==> config.mk <==
export PLATFORM = sky130hd
export DESIGN_NAME = turfio_register_responder_flat
export DESIGN_NICKNAME = d
export VERILOG_FILES = /design/src/rtl/turfio_register_responder_if.sv /design/src/rtl/turfio_register_responder.sv /design/src/flat_wrapper.sv
export SDC_FILE = /design/constraint.sdc
export NUM_CORES = 1
export LEC_CHECK = 0
export ABC_AREA = 1
export CORE_ASPECT_RATIO = 1.4
export CORE_MARGIN = 5
export CORE_UTILIZATION = 50
export DETAILED_ROUTE_END_ITERATION = 8
export PLACE_DENSITY_LB_ADDON = 0.25
export SYNTH_ARGS = -nofsm -noshare
export SYNTH_HDL_FRONTEND = slang
export SYNTH_SLANG_ARGS = --single-unit
==> constraint.sdc <==
create_clock -name wb_clk_i -period 5.6 [get_ports wb_clk_i]
set_clock_uncertainty 0.05 [all_clocks]
set_input_delay 1.12 -clock wb_clk_i [delete_from_list [all_inputs] [get_ports wb_clk_i]]
set_output_delay 1.12 -clock wb_clk_i [all_outputs]
set_load 0.02 [all_outputs]
==> src/rtl/turfio_register_responder_if.sv <==
// Bus bundle for the TURFIO register responder: inbound command stream, outbound
// response stream and the local Wishbone master port.
interface turfio_register_responder_if;
    logic [31:0] s_cmd_tdata;
    logic        s_cmd_tvalid;
    logic        s_cmd_tready;
    logic        s_cmd_tlast;
    logic [31:0] m_resp_tdata;
    logic        m_resp_tvalid;
    logic        m_resp_tready;
    logic        wb_cyc_o;
    logic        wb_stb_o;
    logic        wb_we_o;
    logic [24:0] wb_adr_o;
    logic [31:0] wb_dat_o;
    logic [3:0]  wb_sel_o;
    logic [31:0] wb_dat_i;
    logic        wb_ack_i;
    logic        wb_err_i;
    logic        wb_rty_i;

    // slave: the responder itself (consumes commands, drives responses and Wishbone)
    modport slave (
        input  s_cmd_tdata, s_cmd_tvalid, s_cmd_tlast, m_resp_tready,
        input  wb_dat_i, wb_ack_i, wb_err_i, wb_rty_i,
        output s_cmd_tready, m_resp_tdata, m_resp_tvalid,
        output wb_cyc_o, wb_stb_o, wb_we_o, wb_adr_o, wb_dat_o, wb_sel_o
    );

    // master: the environment (command source, response sink, Wishbone target)
    modport master (
        output s_cmd_tdata, s_cmd_tvalid, s_cmd_tlast, m_resp_tready,
        output wb_dat_i, wb_ack_i, wb_err_i, wb_rty_i,
        input  s_cmd_tready, m_resp_tdata, m_resp_tvalid,
        input  wb_cyc_o, wb_stb_o, wb_we_o, wb_adr_o, wb_dat_o, wb_sel_o
    );
endinterface

==> src/rtl/turfio_register_responder.sv <==
// TURFIO end of the crate register bridge: decodes command words into single Wishbone
// accesses and returns one response word per read.
module turfio_register_responder #(
    parameter int unsigned WB_TIMEOUT = 1023
) (
    input  logic                               wb_clk_i,
    input  logic                               wb_rst_i,
    turfio_register_responder_if.slave         io_bus,
    output logic                               timeout_o,
    output logic                               framing_error_o
);
    localparam logic [15:0] TimeoutLast = 16'(WB_TIMEOUT - 1);

    typedef enum logic [2:0] {StIdle, StData, StWb, StResp, StDrain} state_e;

    state_e      r_state;
    logic        r_cmd_tready;
    logic        r_cyc;
    logic        r_we;
    logic [22:0] r_adr;
    logic [31:0] r_wdata;
    logic [31:0] r_resp_tdata;
    logic        r_resp_tvalid;
    logic [15:0] r_cnt;
    logic        r_timeout;
    logic        r_framing;

    logic w_beat;
    logic w_last;
    logic w_hdr_read;
    logic w_term;
    logic w_unused_hdr;

    assign w_beat       = io_bus.s_cmd_tvalid & r_cmd_tready;
    assign w_last       = io_bus.s_cmd_tlast;
    assign w_hdr_read   = io_bus.s_cmd_tdata[31];
    assign w_term       = io_bus.wb_ack_i | io_bus.wb_err_i | io_bus.wb_rty_i;
    assign w_unused_hdr = ^{io_bus.s_cmd_tdata[30:25], io_bus.s_cmd_tdata[1:0]};

    always_ff @(posedge wb_clk_i or posedge wb_rst_i) begin
        if (wb_rst_i) begin
            r_state       <= StIdle;
            r_cmd_tready  <= 1'b0;
            r_cyc         <= 1'b0;
            r_we          <= 1'b0;
            r_adr         <= '0;
            r_wdata       <= '0;
            r_resp_tdata  <= '0;
            r_resp_tvalid <= 1'b0;
            r_cnt         <= '0;
            r_timeout     <= 1'b0;
            r_framing     <= 1'b0;
        end else begin
            r_timeout <= 1'b0;
            r_framing <= 1'b0;
            case (r_state)
                StIdle: begin
                    // tready comes up one cycle after reset release
                    r_cmd_tready <= 1'b1;
                    if (w_beat) begin
                        r_adr <= io_bus.s_cmd_tdata[24:2];
                        r_we  <= ~w_hdr_read;
                        if (w_hdr_read && w_last) begin
                            r_state      <= StWb;
                            r_cyc        <= 1'b1;
                            r_cmd_tready <= 1'b0;
                            r_cnt        <= '0;
                        end else if (!w_hdr_read && !w_last) begin
                            r_state <= StData;
                        end else begin
                            r_framing <= 1'b1;
                            if (!w_last) r_state <= StDrain;
                        end
                    end
                end
                StData: begin
                    if (w_beat) begin
                        if (w_last) begin
                            r_wdata      <= io_bus.s_cmd_tdata;
                            r_state      <= StWb;
                            r_cyc        <= 1'b1;
                            r_cmd_tready <= 1'b0;
                            r_cnt        <= '0;
                        end else begin
                            r_framing <= 1'b1;
                            r_state   <= StDrain;
                        end
                    end
                end
                StDrain: begin
                    if (w_beat && w_last) r_state <= StIdle;
                end
                StWb: begin
                    // A real termination on the limit cycle takes priority over the timeout
                    if (w_term || r_cnt == TimeoutLast) begin
                        r_cyc <= 1'b0;
                        if (!w_term) r_timeout <= 1'b1;
                        if (r_we) begin
                            r_state      <= StIdle;
                            r_cmd_tready <= 1'b1;
                        end else begin
                            r_resp_tdata  <= io_bus.wb_ack_i ? io_bus.wb_dat_i : 32'hFFFF_FFFF;
                            r_resp_tvalid <= 1'b1;
                            r_state       <= StResp;
                        end
                    end else begin
                        r_cnt <= r_cnt + 16'd1;
                    end
                end
                StResp: begin
                    if (io_bus.m_resp_tready) begin
                        r_resp_tvalid <= 1'b0;
                        r_state       <= StIdle;
                        r_cmd_tready  <= 1'b1;
                    end
                end
                default: begin
                    r_state      <= StIdle;
                    r_cyc        <= 1'b0;
                    r_cmd_tready <= 1'b1;
                end
            endcase
        end
    end

    assign io_bus.s_cmd_tready  = r_cmd_tready;
    assign io_bus.m_resp_tdata  = r_resp_tdata;
    assign io_bus.m_resp_tvalid = r_resp_tvalid;
    assign io_bus.wb_cyc_o      = r_cyc;
    assign io_bus.wb_stb_o      = r_cyc;
    assign io_bus.wb_we_o       = r_we;
    assign io_bus.wb_adr_o      = {r_adr, 2'b00};
    assign io_bus.wb_dat_o      = r_wdata;
    assign io_bus.wb_sel_o      = 4'hF;
    assign timeout_o            = r_timeout;
    assign framing_error_o      = r_framing;
endmodule

==> src/flat_wrapper.sv <==
// flat-port wrapper written by rule: the top's interface ports become plain ports
module turfio_register_responder_flat 
#(
    parameter int unsigned WB_TIMEOUT = 1023
)
  (wb_clk_i, wb_rst_i, timeout_o, framing_error_o, io_bus_s_cmd_tdata, io_bus_s_cmd_tvalid, io_bus_s_cmd_tlast, io_bus_m_resp_tready, io_bus_wb_dat_i, io_bus_wb_ack_i, io_bus_wb_err_i, io_bus_wb_rty_i, io_bus_s_cmd_tready, io_bus_m_resp_tdata, io_bus_m_resp_tvalid, io_bus_wb_cyc_o, io_bus_wb_stb_o, io_bus_wb_we_o, io_bus_wb_adr_o, io_bus_wb_dat_o, io_bus_wb_sel_o);
  turfio_register_responder_if io_bus_i ();
  input  logic wb_clk_i;
  input  logic wb_rst_i;
  output logic timeout_o;
  output logic framing_error_o;
  input wire logic [$bits(io_bus_i.s_cmd_tdata)-1:0] io_bus_s_cmd_tdata;
  input wire logic [$bits(io_bus_i.s_cmd_tvalid)-1:0] io_bus_s_cmd_tvalid;
  input wire logic [$bits(io_bus_i.s_cmd_tlast)-1:0] io_bus_s_cmd_tlast;
  input wire logic [$bits(io_bus_i.m_resp_tready)-1:0] io_bus_m_resp_tready;
  input wire logic [$bits(io_bus_i.wb_dat_i)-1:0] io_bus_wb_dat_i;
  input wire logic [$bits(io_bus_i.wb_ack_i)-1:0] io_bus_wb_ack_i;
  input wire logic [$bits(io_bus_i.wb_err_i)-1:0] io_bus_wb_err_i;
  input wire logic [$bits(io_bus_i.wb_rty_i)-1:0] io_bus_wb_rty_i;
  output wire logic [$bits(io_bus_i.s_cmd_tready)-1:0] io_bus_s_cmd_tready;
  output wire logic [$bits(io_bus_i.m_resp_tdata)-1:0] io_bus_m_resp_tdata;
  output wire logic [$bits(io_bus_i.m_resp_tvalid)-1:0] io_bus_m_resp_tvalid;
  output wire logic [$bits(io_bus_i.wb_cyc_o)-1:0] io_bus_wb_cyc_o;
  output wire logic [$bits(io_bus_i.wb_stb_o)-1:0] io_bus_wb_stb_o;
  output wire logic [$bits(io_bus_i.wb_we_o)-1:0] io_bus_wb_we_o;
  output wire logic [$bits(io_bus_i.wb_adr_o)-1:0] io_bus_wb_adr_o;
  output wire logic [$bits(io_bus_i.wb_dat_o)-1:0] io_bus_wb_dat_o;
  output wire logic [$bits(io_bus_i.wb_sel_o)-1:0] io_bus_wb_sel_o;
  assign io_bus_i.s_cmd_tdata = io_bus_s_cmd_tdata;
  assign io_bus_i.s_cmd_tvalid = io_bus_s_cmd_tvalid;
  assign io_bus_i.s_cmd_tlast = io_bus_s_cmd_tlast;
  assign io_bus_i.m_resp_tready = io_bus_m_resp_tready;
  assign io_bus_i.wb_dat_i = io_bus_wb_dat_i;
  assign io_bus_i.wb_ack_i = io_bus_wb_ack_i;
  assign io_bus_i.wb_err_i = io_bus_wb_err_i;
  assign io_bus_i.wb_rty_i = io_bus_wb_rty_i;
  assign io_bus_s_cmd_tready = io_bus_i.s_cmd_tready;
  assign io_bus_m_resp_tdata = io_bus_i.m_resp_tdata;
  assign io_bus_m_resp_tvalid = io_bus_i.m_resp_tvalid;
  assign io_bus_wb_cyc_o = io_bus_i.wb_cyc_o;
  assign io_bus_wb_stb_o = io_bus_i.wb_stb_o;
  assign io_bus_wb_we_o = io_bus_i.wb_we_o;
  assign io_bus_wb_adr_o = io_bus_i.wb_adr_o;
  assign io_bus_wb_dat_o = io_bus_i.wb_dat_o;
  assign io_bus_wb_sel_o = io_bus_i.wb_sel_o;
  turfio_register_responder #(.WB_TIMEOUT(WB_TIMEOUT)) u_core (.wb_clk_i(wb_clk_i), .wb_rst_i(wb_rst_i), .io_bus(io_bus_i), .timeout_o(timeout_o), .framing_error_o(framing_error_o));
endmodule
# ---- Word level (Yosys, flattened, before mapping)
# Index checks and enable logic that the tools add are counted.
# W data, S select, Z words.
dict set report op_classes {
  n_addsub 1
  eq_ne 16
  n_mux 45
  n_bitwise 7
  n_reduce_logical 18
}
# op n
set ops {}
lappend ops {{$mux W16} 5}
lappend ops {{$pmux W16 S3} 1}
lappend ops {{$mux W32} 1}
lappend ops {{$mux W3} 9}
lappend ops {{$reduce_and A6 Y1} 4}
lappend ops {{$mux W1} 23}
lappend ops {{$add A16 B1 Y16 const B} 1}
lappend ops {{$eq A16 B10 Y1 const B} 1}
lappend ops {{$pmux W3 S5} 1}
lappend ops {{$ne A2 B1 Y1 const B} 6}
lappend ops {{$ne A2 B2 Y1 const B} 4}
lappend ops {{$eq A3 B2 Y1 const B} 2}
lappend ops {{$reduce_and A3 Y1} 2}
lappend ops {{$pmux W1 S5} 1}
lappend ops {{$ne A4 B2 Y1 const B} 1}
lappend ops {{$not A1 Y1} 4}
lappend ops {{$pmux W1 S2} 2}
lappend ops {{$pmux W1 S4} 1}
lappend ops {{$reduce_and A4 Y1} 1}
lappend ops {{$eq A3 B1 Y1 const B} 1}
lappend ops {{$eq A3 B3 Y1 const B} 1}
lappend ops {{$logic_and A1 B1 Y1} 3}
lappend ops {{$logic_not A3 Y1} 1}
lappend ops {{$reduce_bool A3 Y1} 1}
lappend ops {{8 further kinds} 10}
dict set report totals {
  reg_bits 112
  input_bits 72
  output_inout_bits 100
}

# ---- Depth between registers and ports, before layout
dict set report depth {
  word_depth 6
  depth_mapped 11
}

# ---- Worst setup path before layout
# Ideal clock, no wire load.
dict set report synth_timing {
  path_type {input -> register}
  start {in io_bus_s_cmd_tlast}
  end {reg u_core.r_cnt[10]}
  setup_time_ns 0.117
  arrival_ns 1.936
  slack_ns 3.497
  path_stages 9
  cell_sequence {ha_1 -> inv_1 -> o21ai_2 -> nand2_1 -> nor2_2 -> nand2_2 -> buf_6 -> nand2_1 -> nand2_1}
}
dict set report synth_between {
  elab_chain_cells 3
  word_cells_on_any_way 4
  cone_classes {2 x eq/ne; 2 x reduce/logical}
}
# element line_no
set synth_rtl {}
lappend synth_rtl {{start, declared} flat_wrapper.sv:14} ;# input wire logic [$bits(io_bus_i.s_cmd_tlast)-1:0] io_bus_s_cmd_tlast;
lappend synth_rtl {{$logic_and A1 B1 Y1} turfio_register_responder.sv:63} ;# if (w_hdr_read && w_last) begin
lappend synth_rtl {{$ne A2 B1 Y1 (no source line)} n/a}
lappend synth_rtl {{$reduce_and A6 Y1 (no source line) *} n/a}
lappend synth_rtl {{end signal, assigned} turfio_register_responder.sv:107} ;# r_cnt <= r_cnt + 16'd1;
lappend synth_rtl {{end, declared} turfio_register_responder.sv:24} ;# logic [15:0] r_cnt;
# Mark *: on every way between the ends. The rest lies on a longest branch, timed or not.
# A chain may end at the register's enable or synchronous reset.

# ---- Final worst setup path
dict set report layout_timing {
  start {in io_bus_wb_ack_i}
  end {reg u_core.r_resp_tdata[29] (netlist: u_core.io_bus.m_resp_tdata[29])}
}
dict set report layout_between {
  elab_chain_cells 4
  word_cells_on_any_way 5
  cone_classes {1 x mux; 2 x bitwise; 2 x reduce/logical}
}
# element line_no
set layout_rtl {}
lappend layout_rtl {{start, declared} flat_wrapper.sv:17} ;# input wire logic [$bits(io_bus_i.wb_ack_i)-1:0] io_bus_wb_ack_i;
lappend layout_rtl {{$or A1 B1 Y1 (2 in series)} turfio_register_responder.sv:37} ;# assign w_term = io_bus.wb_ack_i | io_bus.wb_err_i | io_bus.wb_rty_i;
lappend layout_rtl {{$logic_or A1 B1 Y1} turfio_register_responder.sv:95} ;# if (w_term || r_cnt == TimeoutLast) begin
lappend layout_rtl {{$reduce_and A3 Y1 (no source line)} n/a}
lappend layout_rtl {{end signal, assigned} turfio_register_responder.sv:102} ;# r_resp_tdata <= io_bus.wb_ack_i ? io_bus.wb_dat_i : 32'hFFFF_FFFF;
lappend layout_rtl {{end, declared} turfio_register_responder.sv:22} ;# logic [31:0] r_resp_tdata;
# Several ways; a longest one is shown, not always the timed one.

==> run metrics <==
worst r2r path cells 10; Nets 824; setup TNS 0 ns; max incr delay on CP 0.56 ns; CP Class primary input to flop; layout overhead on the synthesized area 38.5%; Final Hold Violating Endpoints 0; Final setup viols 0; vias in the first global route 4,581; Die ar. 12,400 um^2; CP Max Fanout 65; largest net degree at the start of global routing 67; commonest cells after routing, fill and taps aside nand2_1, clkdlybuf4s50_1, dfrtp_1; max-cap viol count 0; Post-Synthesis Cells 595; fin cells 888; Place WS 2.69 ns; H-tree depth 3; synthesized flop and latch total 112; max-slew headroom at the worst pin 33.0%; WL per Instance 14.3 um; Clock transition at path regs 0.07 ns; Crit-path slowest cell buf_4; Mapped Area 5140 um^2; Placed Cells 872; most common cell after layout, fill and taps aside nand2_1; overall power consumption 3.84 mW; Final Cell Area 7120 um^2; DR pass1 iterations 4; Ports 172; Worst Slack Setup Final 3.04 ns; Residual DRC 0; post-DP HPWL 9.44 mm; Synth Area per Inst 8.64 um^2; top cells by area, synth dfrtp_1, nand2_1, nor2_1; GP Congestion 0.898; Worst setup EP type flop; PostCTS Resize Cnt 0; Hold Buf Count CTS 0; Max clock buf depth 2; Syn. warnings 0; clock sink total 112; setup bufs post-CTS 0; cell taking the most area after synthesis dfrtp_1; DIE HEIGHT 130 um; share of the synthesized area in the top cell type 54.5%; Overflow after GRT 0; DR iter-0 viols 195; number of stages on the worst setup path 9; Detail Route Antenna Nets 0; crit-path leading delay family buffers and inverters; worst-margin pin slew 1.00 ns; post-synthesis cell type count 32; PwrDens 540 nW/um^2; antenna cells 0; routed via count 4,376; fmax 391 MHz; RSZ-0062 raised after global routing false; clk_lat worst skew 0.34 ns; global-route wire length before repair 21.6 mm; Tot GR Track Use 21.9%; vias per inst 4.93; worst path cell trace clkdlybuf4s50_1, nor2_1, nand2_1, inv_1, nand2_2, nand2_2, buf_4, nand2_1, o21ai_2; Worst Hold Depth 2; layout cell share with drive strength beyond 1 9.16%; Root Buffer clkbuf_16; area of the multi-input gates 1910 um^2; worst hold path type flop to flop; dpl cell area 6790 um^2; Starting Density 51.4%; CTS tree built; Sequential Area 2800 um^2; Post-Route WL 12.7 mm; Worst Setup Start Kind primary input; core area 10,000 um^2; initial antenna violation count 0; port bufs 165; status completed; fin. max-slew vios 0; Std-Cell Rows 43; CP Buf/Inv Count 3; VDD IR max 0.321 mV; Seq/Total Area, Yosys 54.5%; TritonCTS buffer count 9; Layout fillers 775; Die Width 95.7 um; fin crit share 45.7%; CP required 5.81 ns; min Tclk post-route 2.56 ns; critical path arrival 2.77 ns; static leakage 3.44 nW
## worst paths after layout
kind	startpoint	to	slack [ns]
max in group asynchronous	wb_rst_i	u_core.io_bus.m_resp_tdata[26]	3.15
hold reg to reg	u_core.io_bus.m_resp_tdata[31]	u_core.io_bus.m_resp_tdata[31]	0.43
setup / recovery	io_bus_wb_ack_i	u_core.io_bus.m_resp_tdata[29]	3.04
hold / removal	u_core.io_bus.m_resp_tdata[31]	u_core.io_bus.m_resp_tdata[31]	0.43
setup reg to reg	u_core.r_cnt[0]	u_core.io_bus.m_resp_tdata[29]	3.63
min in group asynchronous	wb_rst_i	u_core.io_bus.wb_dat_o[16]	1.25
## logic make-up after synthesis
logic type / count (synthesis) / synth area share, %
muxes: 8 / 1.75
adders and majority gates: 4 / 0.974
and+or+nand+nor: 283 / 22.4
other: 2 / 0.146
DFF: 112 / 54.5
xor gates and xnor gates: 6 / 1.02
buffers and inverters: 91 / 8.62
AOI/OAI and AO/OA: 89 / 10.6
## registers in the layout, summed over array words and instances (netlist names)
name,cells
u_core.framing_error_o,1
u_core.io_bus.m_resp_tdata,32
u_core.io_bus.m_resp_tvalid,1
u_core.io_bus.s_cmd_tready,1
u_core.io_bus.wb_cyc_o,1
u_core.io_bus.wb_dat_o,32
u_core.io_bus.wb_we_o,1
u_core.r_adr,23
u_core.r_cnt,16
u_core.r_state,3
u_core.timeout_o,1
## synth_stat cells (all sizes together)
| cell type | instances |
|---|---|
| nor3 | 1 |
| buf | 25 |
| nor4 | 1 |
| dfrtp | 112 |
| conb | 2 |
| xnor2 | 2 |
| xor2 | 4 |
| nand3b | 1 |
| clkbuf | 6 |
| clkinv | 2 |
| ha | 4 |
| nand2 | 184 |
| nand3 | 22 |
| nor2 | 61 |
| o21bai | 1 |
| o21a | 1 |
| o21ai | 82 |
| mux2 | 8 |
| o211ai | 1 |
| a21oi | 4 |
| nand4 | 9 |
| inv | 58 |
| or2 | 4 |
## layout make-up
class                      instances  share of cell area, %
clock buffer                      11                   3.41
clock inverter                     5                   1.21
inverter                          60                   3.20
multi-input combinational        396                   26.8
sequential                       112                   39.4
tap                              135                   2.37
timing repair buffer             169                   23.6
## per-layer routing
layer / GRT usage (%) / wire, um
met1: 26.4 / 5010
met2: 36.7 / 6430
met3: 7.15 / 1010
met4: 7.12 / 293
met5: 0 / 0
## where the power goes
group,total [mW],switching [mW],internal (mW)
Clock,0.702,0.293,0.409
Combinational,1.80,0.981,0.820
Sequential,1.34,0.199,1.14
## through the flow
step | hold WS (ns) | utilization, %
floorplan | 0.426 | -
global placement | 0.415 | 67.8
CTS | 0.438 | 71.1
detailed placement | 0.420 | 67.8
finish | 0.435 | 71.1
global route | 0.457 | 71.1
## worst register-to-register path, cell delays in order (launching register included)
cell     delay (ns)
dfrtp_1        0.38
inv_1          0.08
ha_1           0.20
nand2_1        0.09
nor2_1         0.05
nand2_1        0.09
nand2_2        0.06
nand2_2        0.05
buf_4          0.56
nand2_1        0.20
o21ai_2        0.09
No activity file was read; power rests on OpenSTA's default activity.
